**config.mk**
```make
export PLATFORM = sky130hd
export DESIGN_NAME = btn_debounce
export DESIGN_NICKNAME = d
export VERILOG_FILES = /design/src/rtl/btn_debounce.sv
export SDC_FILE = /design/constraint.sdc
export NUM_CORES = 1
export LEC_CHECK = 0
export BUFFER_PORTS_ARGS = -buffer_cell sky130_fd_sc_hd__buf_2
export CORE_ASPECT_RATIO = 0.6
export CORE_MARGIN = 2
export CORE_UTILIZATION = 40
export CTS_CLUSTER_SIZE = 40
export DETAILED_ROUTE_END_ITERATION = 8
export GPL_ROUTABILITY_DRIVEN = 0
export HOLD_SLACK_MARGIN = 0.15
export SLEW_MARGIN = 20
export SYNTH_ARGS = -nofsm -noshare
export SYNTH_HDL_FRONTEND = slang
export SYNTH_SLANG_ARGS = --single-unit
export TNS_END_PERCENT = 100
```
**constraint.sdc**
```tcl
create_clock -name CLK -period 2.65 [get_ports CLK]
set_input_delay 0.1325 -clock CLK [delete_from_list [all_inputs] [get_ports CLK]]
set_output_delay 0.1325 -clock CLK [all_outputs]
set_load 0.02 [all_outputs]
```
**src/rtl/btn_debounce.sv**
```systemverilog
// Purpose: debounce a raw push-button pin into a clean level plus PRESS/RELEASE/LONG pulses.
// Latency: level and PRESS/RELEASE commit DB_CYCLES+2 edges after the pin changes; LONG fires LONG_CYCLES edges after PRESS.
// Backpressure: none; the events are single-cycle pulses and are not held for the consumer.
//
// Ports:
//   CLK       clock, all logic on posedge
//   RST       synchronous active-high reset
//   BTN       raw asynchronous button pin, active-high
//   BTN_LEVEL debounced button level
//   PRESS     one-cycle pulse when BTN_LEVEL rises
//   RELEASE   one-cycle pulse when BTN_LEVEL falls
//   LONG      one-cycle pulse once a press has been held LONG_CYCLES cycles (at most one per press)
//   HELD      high from LONG until the matching RELEASE
module btn_debounce #(
  parameter int DB_CYCLES   = 1_000_000,
  parameter int LONG_CYCLES = 100_000_000
) (
  input  logic CLK,
  input  logic RST,
  input  logic BTN,
  output logic BTN_LEVEL,
  output logic PRESS,
  output logic RELEASE,
  output logic LONG,
  output logic HELD
);

  localparam int DB_W   = $clog2(DB_CYCLES);
  localparam int LONG_W = $clog2(LONG_CYCLES);

  localparam logic [DB_W-1:0]   DB_MAX   = DB_W'(DB_CYCLES - 1);
  localparam logic [LONG_W-1:0] LONG_MAX = LONG_W'(LONG_CYCLES - 1);

  localparam logic [1:0] S_RELEASED  = 2'd0;
  localparam logic [1:0] S_ARMING    = 2'd1;
  localparam logic [1:0] S_PRESSED   = 2'd2;
  localparam logic [1:0] S_DISARMING = 2'd3;

  logic              sync0;
  logic              sync1;
  logic [1:0]        state;
  logic [1:0]        state_nxt;
  logic [DB_W-1:0]   db_cnt;
  logic [LONG_W-1:0] long_cnt;

  logic differ;
  logic db_done;
  logic press_commit;
  logic release_commit;
  logic long_hit;

  // The committed level is encoded in the state: DISARMING is still "pressed"
  // until the release commits, ARMING is still "released" until the press commits.
  assign BTN_LEVEL = (state == S_PRESSED) || (state == S_DISARMING);

  assign differ         = (sync1 != BTN_LEVEL);
  assign db_done        = differ && (db_cnt == DB_MAX);
  assign press_commit   = db_done && sync1;
  assign release_commit = db_done && !sync1;

  // A release committing on the same edge as the long threshold suppresses LONG.
  assign long_hit = BTN_LEVEL && !HELD && (long_cnt == LONG_MAX) && !release_commit;

  always_comb begin
    state_nxt = state;
    if (!differ) begin
      // Bounce returned to the stable level: drop back, count discarded.
      state_nxt = BTN_LEVEL ? S_PRESSED : S_RELEASED;
    end else if (db_done) begin
      state_nxt = sync1 ? S_PRESSED : S_RELEASED;
    end else begin
      state_nxt = sync1 ? S_ARMING : S_DISARMING;
    end
  end

  always_ff @(posedge CLK) begin
    if (RST) begin
      sync0    <= 1'b0;
      sync1    <= 1'b0;
      state    <= S_RELEASED;
      db_cnt   <= '0;
      long_cnt <= '0;
      PRESS    <= 1'b0;
      RELEASE  <= 1'b0;
      LONG     <= 1'b0;
      HELD     <= 1'b0;
    end else begin
      sync0   <= BTN;
      sync1   <= sync0;
      state   <= state_nxt;
      PRESS   <= press_commit;
      RELEASE <= release_commit;
      LONG    <= long_hit;

      if (!differ || db_done) begin
        db_cnt <= '0;
      end else begin
        db_cnt <= db_cnt + 1'b1;
      end

      // Counts through DISARMING too; parks at the threshold instead of wrapping.
      if (press_commit || release_commit) begin
        long_cnt <= '0;
      end else if (BTN_LEVEL && !HELD && (long_cnt != LONG_MAX)) begin
        long_cnt <= long_cnt + 1'b1;
      end

      if (release_commit) begin
        HELD <= 1'b0;
      end else if (long_hit) begin
        HELD <= 1'b1;
      end
    end
  end

endmodule

```
==> flow_summary_export.csv, run 1 <==
group,metric,value,unit
timing,finClkSkew,0.00907,ns
power_and_ir_drop,clockPowerShare,0.407,
synth,synth_top_area_frac,0.433,
critical_path,crit_arrival,2.43,ns
timing,tns,0,ns
power_and_ir_drop,p_sw_frac,0.214,
power_and_ir_drop,intPower,1.11,mW
clock_tree,clk_pin_slew,0.11,ns
place,hpwl,3.59,mm
timing,hold_viol,0,
worst_hold_path,hold_depth,1,
routing,wl_per_cell,13.6,um
floorplan,io_pins,8,
cells_and_area,syn_to_final_growth,10.8,%
global_routing,grt_max_degree,28,
timing,min_period,2.19,ns
routing,viasPerCell,5.30,
global_routing,antenna_found_initial,0,
synth,yosysTopAreaCell,"dfxtp_1",
critical_path,worstPathMaxFanout,9,
routing,drt-initial-drc-count,126,
cells_and_area,final_common_cell,"dfxtp_1",
critical_path,critPathRequiredTime,2.89,ns
power_and_ir_drop,p_total,1.41,mW
floorplan,rows,22,
worst_hold_path,hold_class,"reg -> reg",
synth,avgSynthCellArea,8.86,um2
routing,routed_wl,5.15,mm
synth,synth_area_leaders,"dfxtp_1 (43%), xor2_1 (7.4%), nor2_1 (6.0%)",
routing,drc_errors,0,
power_and_ir_drop,combPwrFrac,0.016,
floorplan,core,6080,um2
floorplan,die-height,65.2,um
synth,ys_ff_latch,54,
cells_and_area,final_cell_mix,"dfxtp_1 (54), nor2_1 (40), nand3_1 (21), xor2_1 (21), nand2_1 (16)",
synth,synth-edff-count,0,
synth,yosys_warnings,0,
clock_tree,clk_latency,0.31,ns
cells_and_area,drive_gt1_frac,0.105,
clock_tree,post_cts_resized,0,
flow_run,drv_cap,0,
floorplan,dieArea,6910,um2
routing,routed-via-count,2005,
power_and_ir_drop,pwr-share-seq,0.577,
floorplan,die_width,106,um
clock_tree,htreeDepth,2,
cells_and_area,multi_input_area,1360,um2
timing,rsz0062_at_grt,"false",
synth,synth_cells,282,
critical_path,worstSetupStartpointType,"flop",
timing,setup_violations,0,
power_and_ir_drop,p_leak,0.885,nW
clock_tree,clk_path_buf_depth,2,
synth,ys_types,43,
synth,synthArstFlopShare,0,
floorplan,start_util,0.411,
global_routing,grt_use_total,0.162,
routing,drtPass1Iterations,4,
synth,syn_area,2500,um2
synth,syn-num-nets,287,
cells_and_area,num-nets-final,298,
synth,yosysSeqAreaShare,0.433,
clock_tree,cts_tree,"done",
critical_path,reg2reg_depth,5,
timing,drv_slew,0,
cells_and_area,seq_area,1080,um2
power_and_ir_drop,power_density,510,nW/um2
timing,fmax,458,MHz
power_and_ir_drop,ir_worst_vdd,0.000218,V
cells_and_area,post-route-util,0.455,
cells_and_area,nFillCells,567,
cells_and_area,antenna_cells,0,
global_routing,grt_pass1_vias,1756,
place,numPortBuffers,7,
timing,min_period_over_period,0.825,
global_routing,overflow,0,
clock_tree,cts-root-buf,"clkbuf_8",
clock_tree,postCtsSetupBuffers,0,
timing,slew_headroom,0.507,
status,status,"finished, final reports clean",
critical_path,path_class,"reg -> reg",
critical_path,endpoint_kind,"flop",
global_routing,grt_pass1_wl,8.91,mm
clock_tree,cts_inserted_buffers,5,
timing,tightest_slew,0.734,ns
power_and_ir_drop,switchingPower,0.301,mW
clock_tree,cts.sinks,54,
synth,ys.flop_type,"dfxtp_1",
routing,antenna_left,0,
-- state kept, by name, indices dropped and copies added (netlist names) --
| signal | count |
|---|---|
| long_cnt | 27 |
| state | 1 |
| sync1 | 1 |
| RELEASE | 1 |
| HELD | 1 |
| PRESS | 1 |
| LONG | 1 |
| sync0 | 1 |
| db_cnt | 20 |
-- area by class of cell --
class,instances,share of cell area
clock buffers,5,0.0249
clock inverters,3,0.0176
inverters,7,0.00949
multi-input cells,213,0.491
flip-flops and latches,54,0.391
well taps,84,0.0380
repair buffers,12,0.0289
-- critical path, stage by stage (launching register included) --
cell and delay (ns):
dfxtp_1 0.57, nand2b_4 0.14, nor4_4 0.35, nand4_1 0.32, or4_1 0.59, a21oi_1 0.15
-- Yosys cell counts (4+ instances only) --
| cell type | n |
|---|---|
| xor2_1 | 21 |
| dfxtp_1 | 54 |
| a21oi_1 | 13 |
| clkbuf_1 | 6 |
| nor3_1 | 9 |
| nand2_1 | 16 |
| xnor2_1 | 13 |
| nand3_1 | 21 |
| and3_1 | 7 |
| nand4_1 | 13 |
| nor2_1 | 40 |
| or3_2 | 4 |
| or3_1 | 4 |
| or4_1 | 4 |
| inv_1 | 7 |
| o21ai_0 | 5 |
-- power groups by stage --
| stage | clock network [mW] | logic [mW] | registers [mW] |
|---|---|---|---|
| floorplan | 0 | 0.0108 | 0.833 |
| global placement | 0 | 0.0192 | 0.833 |
| detailed placement | 0 | 0.0193 | 0.833 |
| CTS | 0.592 | 0.0227 | 0.814 |
| global route | 0.632 | 0.0245 | 0.815 |
| finish | 0.574 | 0.0221 | 0.814 |
-- per-stage QoR --
stage | area (um2) | worst slack, ns | cells | hold WS, ns
6_report | 2770 | 0.465 | 378 | 0.448
3_5_place_dp | 2620 | 0.516 | 367 | 0.344
3_3_place_gp | 2620 | 0.591 | 367 | 0.339
4_1_cts | 2770 | 0.490 | 378 | 0.449
5_1_grt | 2770 | 0.302 | 378 | 0.473
2_1_floorplan | 2500 | 0.816 | 282 | 0.202
-- what timing repair did --
item | CTS | global route
setup endpoints to repair | 0 | 0
hold buffers | 3 | 0
endpoints found under the hold margin | 6 | 0
-- cells by family (layout without fill, tap and decap cells) --
logic type               Yosys count  in the layout  synth area share
AND/OR/NAND/NOR                  143            143             0.325
XOR/XNOR                          34             34             0.119
AO/OA/AOI/OAI                     33             33            0.0817
buffers and inverters             15             27            0.0271
flip-flops                        54             54             0.433
adder cells (fa/ha/maj)            2              2            0.0100
multiplexers                       1              1           0.00401
-- layer usage --
metal	track usage	vias up	wire (um)
met1	0.272	933	3050
met5	0	-	0
met3	0.0357	5	215
met4	0.0345	0	34
met2	0.199	42	1840
li1	-	1025	-
-- path summary, 6_finish.rpt --
kind / slack [ns] / start / end
max: 0.46 / state[1] / long_cnt[19]
min: 0.45 / sync0 / sync1
max reg2reg: 0.46 / state[1] / long_cnt[19]
min reg2reg: 0.45 / sync0 / sync1
(Power assumes the default switching activity.)
==> inputs of run 2 (changes only) <==
--- a/config.mk
+++ b/config.mk
@@ -5,6 +5,7 @@
 export SDC_FILE = /design/constraint.sdc
 export NUM_CORES = 1
 export LEC_CHECK = 0
+export ABC_AREA = 1
 export BUFFER_PORTS_ARGS = -buffer_cell sky130_fd_sc_hd__buf_2
 export CORE_ASPECT_RATIO = 0.6
 export CORE_MARGIN = 2
==> constraint.sdc (replaced) <==
create_clock -name CLK -period 2 [get_ports CLK]
set_input_delay 0.1 -clock CLK [delete_from_list [all_inputs] [get_ports CLK]]
set_output_delay 0.1 -clock CLK [all_outputs]
set_load 0.02 [all_outputs]
==> flow_summary_export.csv, run 2 <==
group,metric,value,unit
timing,tightest_slew,0.354,ns
timing,min_period,1.72,ns
power_and_ir_drop,p_total,2.02,mW
flow_run,drv_cap,0,
critical_path,crit_arrival,1.90,ns
global_routing,grt_pass1_vias,2864,
clock_tree,htreeDepth,2,
synth,ys.flop_type,"dfxtp_1",
clock_tree,clk_pin_slew,0.07,ns
critical_path,worstPathMaxFanout,11,
synth,ys_ff_latch,54,
timing,rsz0062_at_grt,"false",
cells_and_area,regMostFlops,"long_cnt",
synth,yosysMostFrequentCell,"nand2_1",
power_and_ir_drop,ir_worst_vdd,0.000396,V
clock_tree,cts_hold_buf,3,
cells_and_area,drive_gt1_frac,0.116,
synth,synth_top_area_frac,0.330,
critical_path,worstSetupStartpointType,"flop",
synth,avgSynthCellArea,6.50,um2
synth,synth_area_leaders,"dfxtp_1 (33%), nand2_1 (19%), nor2_1 (8.7%)",
place,hpwl,6.35,mm
synth,syn_area,3280,um2
floorplan,start_util,0.414,
floorplan,core,7910,um2
cells_and_area,num-nets-final,529,
critical_path,path_class,"reg -> reg",
timing,min_period_over_period,0.858,
timing,finClkSkew,0.00765,ns
synth,synthTopCellsByCount,"nand2_1 (162), nor2_1 (76), dfxtp_1 (54), inv_1 (49), nand3_1 (35)",
floorplan,die-height,74.1,um
clock_tree,cts_inserted_buffers,5,
cells_and_area,final_cell_mix,"nand2_1 (162), nor2_1 (76), dfxtp_1 (54)",
routing,drc_errors,0,
clock_tree,postCtsSetupBuffers,0,
timing,hold_viol,0,
critical_path,critPathRequiredTime,2.18,ns
routing,routed_wl,8.23,mm
cells_and_area,reg_top3,"long_cnt (27), db_cnt (20)",
clock_tree,cts.sinks,54,
synth,yosysSeqAreaShare,0.330,
cells_and_area,instances_no_fill,633,
routing,drt-initial-drc-count,336,
critical_path,endpoint_kind,"flop",
cells_and_area,syn_to_final_growth,11.2,%
place,dp_slack,0.313,ns
floorplan,die_width,121,um
floorplan,io_pins,8,
routing,wl_per_cell,13.0,um
timing,drv_slew,0,
clock_tree,clk_path_buf_depth,2,
timing,setup_violations,0,
synth,syn-num-nets,509,
routing,routed-via-count,3188,
timing,setup_slack,0.283,ns
routing,viasPerCell,5.04,
clock_tree,clk_latency,0.30,ns
cells_and_area,antenna_cells,0,
place,numPortBuffers,7,
clock_tree,cts_tree,"done",
synth,yosysTopAreaCell,"dfxtp_1",
synth,synthArstFlopShare,0,
cells_and_area,largest_register_ffs,27,
place,dp.cells,622,
synth,synth_cells,504,
cells_and_area,final_common_cell,"nand2_1",
worst_hold_path,hold_class,"reg -> reg",
global_routing,grt_max_degree,28,
timing,tns,0,ns
status,status,"finished, final reports clean",
power_and_ir_drop,power_density,555,nW/um2
power_and_ir_drop,p_leak,1.22,nW
synth,synth-edff-count,0,
global_routing,antenna_found_initial,0,
clock_tree,cts-root-buf,"clkbuf_16",
timing,slew_headroom,0.763,
clock_tree,post_cts_resized,0,
routing,drtPass1Iterations,5,
floorplan,dieArea,8960,um2
global_routing,grt_use_total,0.202,
global_routing,overflow,0,
routing,antenna_left,0,
synth,yosys_warnings,0,
floorplan,rows,25,
timing,fmax,582,MHz
synth,ys_types,30,
global_routing,grt_pass1_wl,14.2,mm
==> run 2: metrics by stage <==
| step | util | area, um2 | hold WS (ns) |
|---|---|---|---|
| finish | 0.460 | 3640 | 0.404 |
| global route | 0.460 | 3640 | 0.415 |
| CTS | 0.460 | 3640 | 0.407 |
| detailed placement | 0.437 | 3460 | 0.318 |
| global placement | 0.437 | 3460 | 0.305 |
| floorplan | - | 3280 | 0.169 |
==> run 2: kinds of logic (layout without fill, tap and decap cells) <==
kind of cell	count (synthesis)	in the layout	share of synthesized area
flip-flops	54	54	0.330
XOR/XNOR	20	20	0.0535
buffers and inverters	62	83	0.0874
adder cells (fa/ha/maj)	2	2	0.00764
AO/OA/AOI/OAI	44	44	0.0890
AND/OR/NAND/NOR	322	322	0.433
==> run 2: worst paths after layout <==
kind | startpoint | to | slack [ns] | cells after the start
min reg2reg | sync0 | sync1 | 0.40 | 2
min | sync0 | sync1 | 0.40 | 2
max reg2reg | long_cnt[1] | long_cnt[25] | 0.28 | 11
max | long_cnt[1] | long_cnt[25] | 0.28 | 11
==> run 2: worst max-delay path, stage by stage, from the launching register on <==
cell and delay, ns:
dfxtp_1 0.39, ha_1 0.21, inv_2 0.07, nor2_8 0.15, nand2_4 0.11, inv_2 0.09, nand2_1 0.06, nor2_2 0.12
nor2_4 0.07, buf_4 0.18, nand2_1 0.09, a21oi_2 0.05
==> run 2: layout make-up <==
type                    count  area [um2]
clock buffers               7         143
inverters                  53         199
repair buffers             22         168
flip-flops and latches     54        1080
fillers                   822        4270
clock inverters             1        8.76
well taps                 108         135
multi-input cells         388        1910
==> run 2: power breakdown <==
part	total [mW]	switching, mW	internal, mW	leakage [nW]
Clock	0.906	0.401	0.505	0.0745
Sequential	1.08	0.00150	1.08	0.435
Combinational	0.0368	0.0236	0.0132	0.713
Total	2.02	0.427	1.59	1.22
==> run 2: metal layers <==
layer / track usage / up-vias / share of wire
met2: 0.256 / 128 / 0.34
met4: 0.0401 / 0 / 0.0062
li1: - / 1640 / -
met5: 0 / - / 0
met1: 0.327 / 1415 / 0.55
met3: 0.0552 / 5 / 0.11
==> inputs of run 3 (changes only) <==
==> constraint.sdc (replaced) <==
create_clock -name CLK -period 2 [get_ports CLK]
set_input_delay 0.4 -clock CLK [delete_from_list [all_inputs] [get_ports CLK]]
set_output_delay 0.4 -clock CLK [all_outputs]
set_load 0.02 [all_outputs]
==> flow_summary_export.csv, run 3 (synthesis gave the netlist of run 2 again) <==
group,metric,value,unit
timing,drv_slew,0,
clock_tree,post_cts_resized,0,
power_and_ir_drop,combPwrFrac,0.016,
floorplan,start_util,0.414,
power_and_ir_drop,p_leak,1.21,nW
clock_tree,clk_pin_slew,0.07,ns
place,hpwl,6.35,mm
timing,hold_viol,0,
global_routing,grt_pass1_vias,2834,
flow_run,drv_cap,0,
global_routing,antenna_found_initial,0,
timing,rsz0062_at_grt,"false",
routing,routed-via-count,3205,
floorplan,die-height,74.1,um
routing,routed_wl,8.18,mm
critical_path,worstSetupStartpointType,"flop",
cells_and_area,largest_register_ffs,27,
power_and_ir_drop,ir_worst_vdd,0.000397,V
timing,tightest_slew,0.367,ns
floorplan,core,7910,um2
power_and_ir_drop,switchingPower,0.423,mW
power_and_ir_drop,clockPowerShare,0.449,
power_and_ir_drop,p_total,2.01,mW
cells_and_area,final_cell_mix,"nand2_1 (162), nor2_1 (76), dfxtp_1 (54)",
clock_tree,cts_hold_buf,0,
routing,wl_per_cell,13.0,um
global_routing,grt_use_total,0.200,
routing,drtPass1Iterations,5,
clock_tree,clk_latency,0.30,ns
timing,min_period,1.71,ns
power_and_ir_drop,power_density,557,nW/um2
clock_tree,htreeDepth,2,
power_and_ir_drop,intPower,1.59,mW
critical_path,crit_chain,"ha_1, inv_2, nor2_8, nand2_4, inv_2, nand2_1, nor2_2, nor2_4, buf_4, nand2_1, a21oi_2",
cells_and_area,instances_no_fill,630,
cells_and_area,syn_to_final_growth,10.3,%
cells_and_area,num-nets-final,526,
cells_and_area,regMostFlops,"long_cnt",
floorplan,dieArea,8960,um2
cells_and_area,antenna_cells,0,
timing,slew_headroom,0.755,
power_and_ir_drop,p_sw_frac,0.210,
clock_tree,cts.sinks,54,
clock_tree,cts_inserted_buffers,5,
critical_path,critPathRequiredTime,2.18,ns
power_and_ir_drop,pwr-share-seq,0.535,
critical_path,worstPathMaxFanout,11,
place,numPortBuffers,7,
clock_tree,clk_path_buf_depth,2,
timing,hold_ws,0.313,ns
clock_tree,postCtsSetupBuffers,0,
critical_path,slowest_stage,"dfxtp_1",
cells_and_area,final_common_cell,"nand2_1",
timing,tns,0,ns
global_routing,grt_pass1_wl,14.1,mm
cells_and_area,drive_gt1_frac,0.117,
clock_tree,cts_tree,"done",
critical_path,path_class,"reg -> reg",
critical_path,rrSetupSlack,0.29,ns
routing,antenna_left,0,
cells_and_area,reg_top3,"long_cnt (27), db_cnt (20)",
routing,drc_errors,0,
clock_tree,cts-root-buf,"clkbuf_16",
worst_hold_path,hold_class,"in -> reg",
global_routing,overflow,0,
timing,min_period_over_period,0.855,
floorplan,rows,25,
critical_path,slowest_delay,0.39,ns
routing,viasPerCell,5.09,
critical_path,critical-path-top-delay-family,"simple AND/OR/NAND/NOR gates",
place,dp.cells,622,
timing,setup_violations,0,
floorplan,io_pins,8,
status,status,"finished, final reports clean",
floorplan,die_width,121,um
cells_and_area,design_area,3610,um2
critical_path,crit_arrival,1.89,ns
critical_path,crit_buf_inv,3,
critical_path,endpoint_kind,"flop",
place,placed_area,3460,um2
global_routing,grt_max_degree,28,
routing,drt-initial-drc-count,321,
timing,finClkSkew,0.00741,ns
timing,fmax,585,MHz
==> run 3: final cells by class <==
class | count | area [um2]
Fill cell | 825 | 4300
Clock inverter | 1 | 8.76
Sequential cell | 54 | 1080
Timing Repair Buffer | 19 | 138
Multi-Input combinational cell | 388 | 1910
Clock buffer | 7 | 143
Tap cell | 108 | 135
Inverter | 53 | 199
==> run 3: power groups by stage <==
| stage | clock network, mW | registers (mW) | logic, mW |
|---|---|---|---|
| after global routing | 0.971 | 1.08 | 0.0356 |
| after global placement | 0 | 1.10 | 0.0322 |
| after floorplan | 0 | 1.10 | 0.0228 |
| final | 0.904 | 1.08 | 0.0319 |
| after CTS | 0.932 | 1.08 | 0.0325 |
| after detailed placement | 0 | 1.10 | 0.0326 |
==> run 3: metal layers <==
metal  vias to the layer above  wire length (um)  GRT usage
met5                         -                 0          0
met4                         0                51     0.0401
met3                         5               919     0.0552
met2                       152              2770      0.252
met1                      1411              4450      0.326
li1                       1637                 -          -
==> run 3: path summary, 6_finish.rpt <==
path               start           end  cells after the start
max reg2reg  long_cnt[1]  long_cnt[25]                     11
min                  BTN         sync0                      3
min reg2reg        sync0         sync1                      2
max          long_cnt[1]  long_cnt[25]                     11
==> run 3: metrics by stage <==
stage / util / setup WS, ns
global route: 0.457 / 0.120
global placement: 0.437 / 0.369
finish: 0.457 / 0.289
detailed placement: 0.437 / 0.313
CTS: 0.457 / 0.293
floorplan: - / 0.311
==> run 3: worst min-delay path, stage by stage <==
cell and delay (ns):
buf_2 0.08, inv_1 0.03, nor2_1 0.07
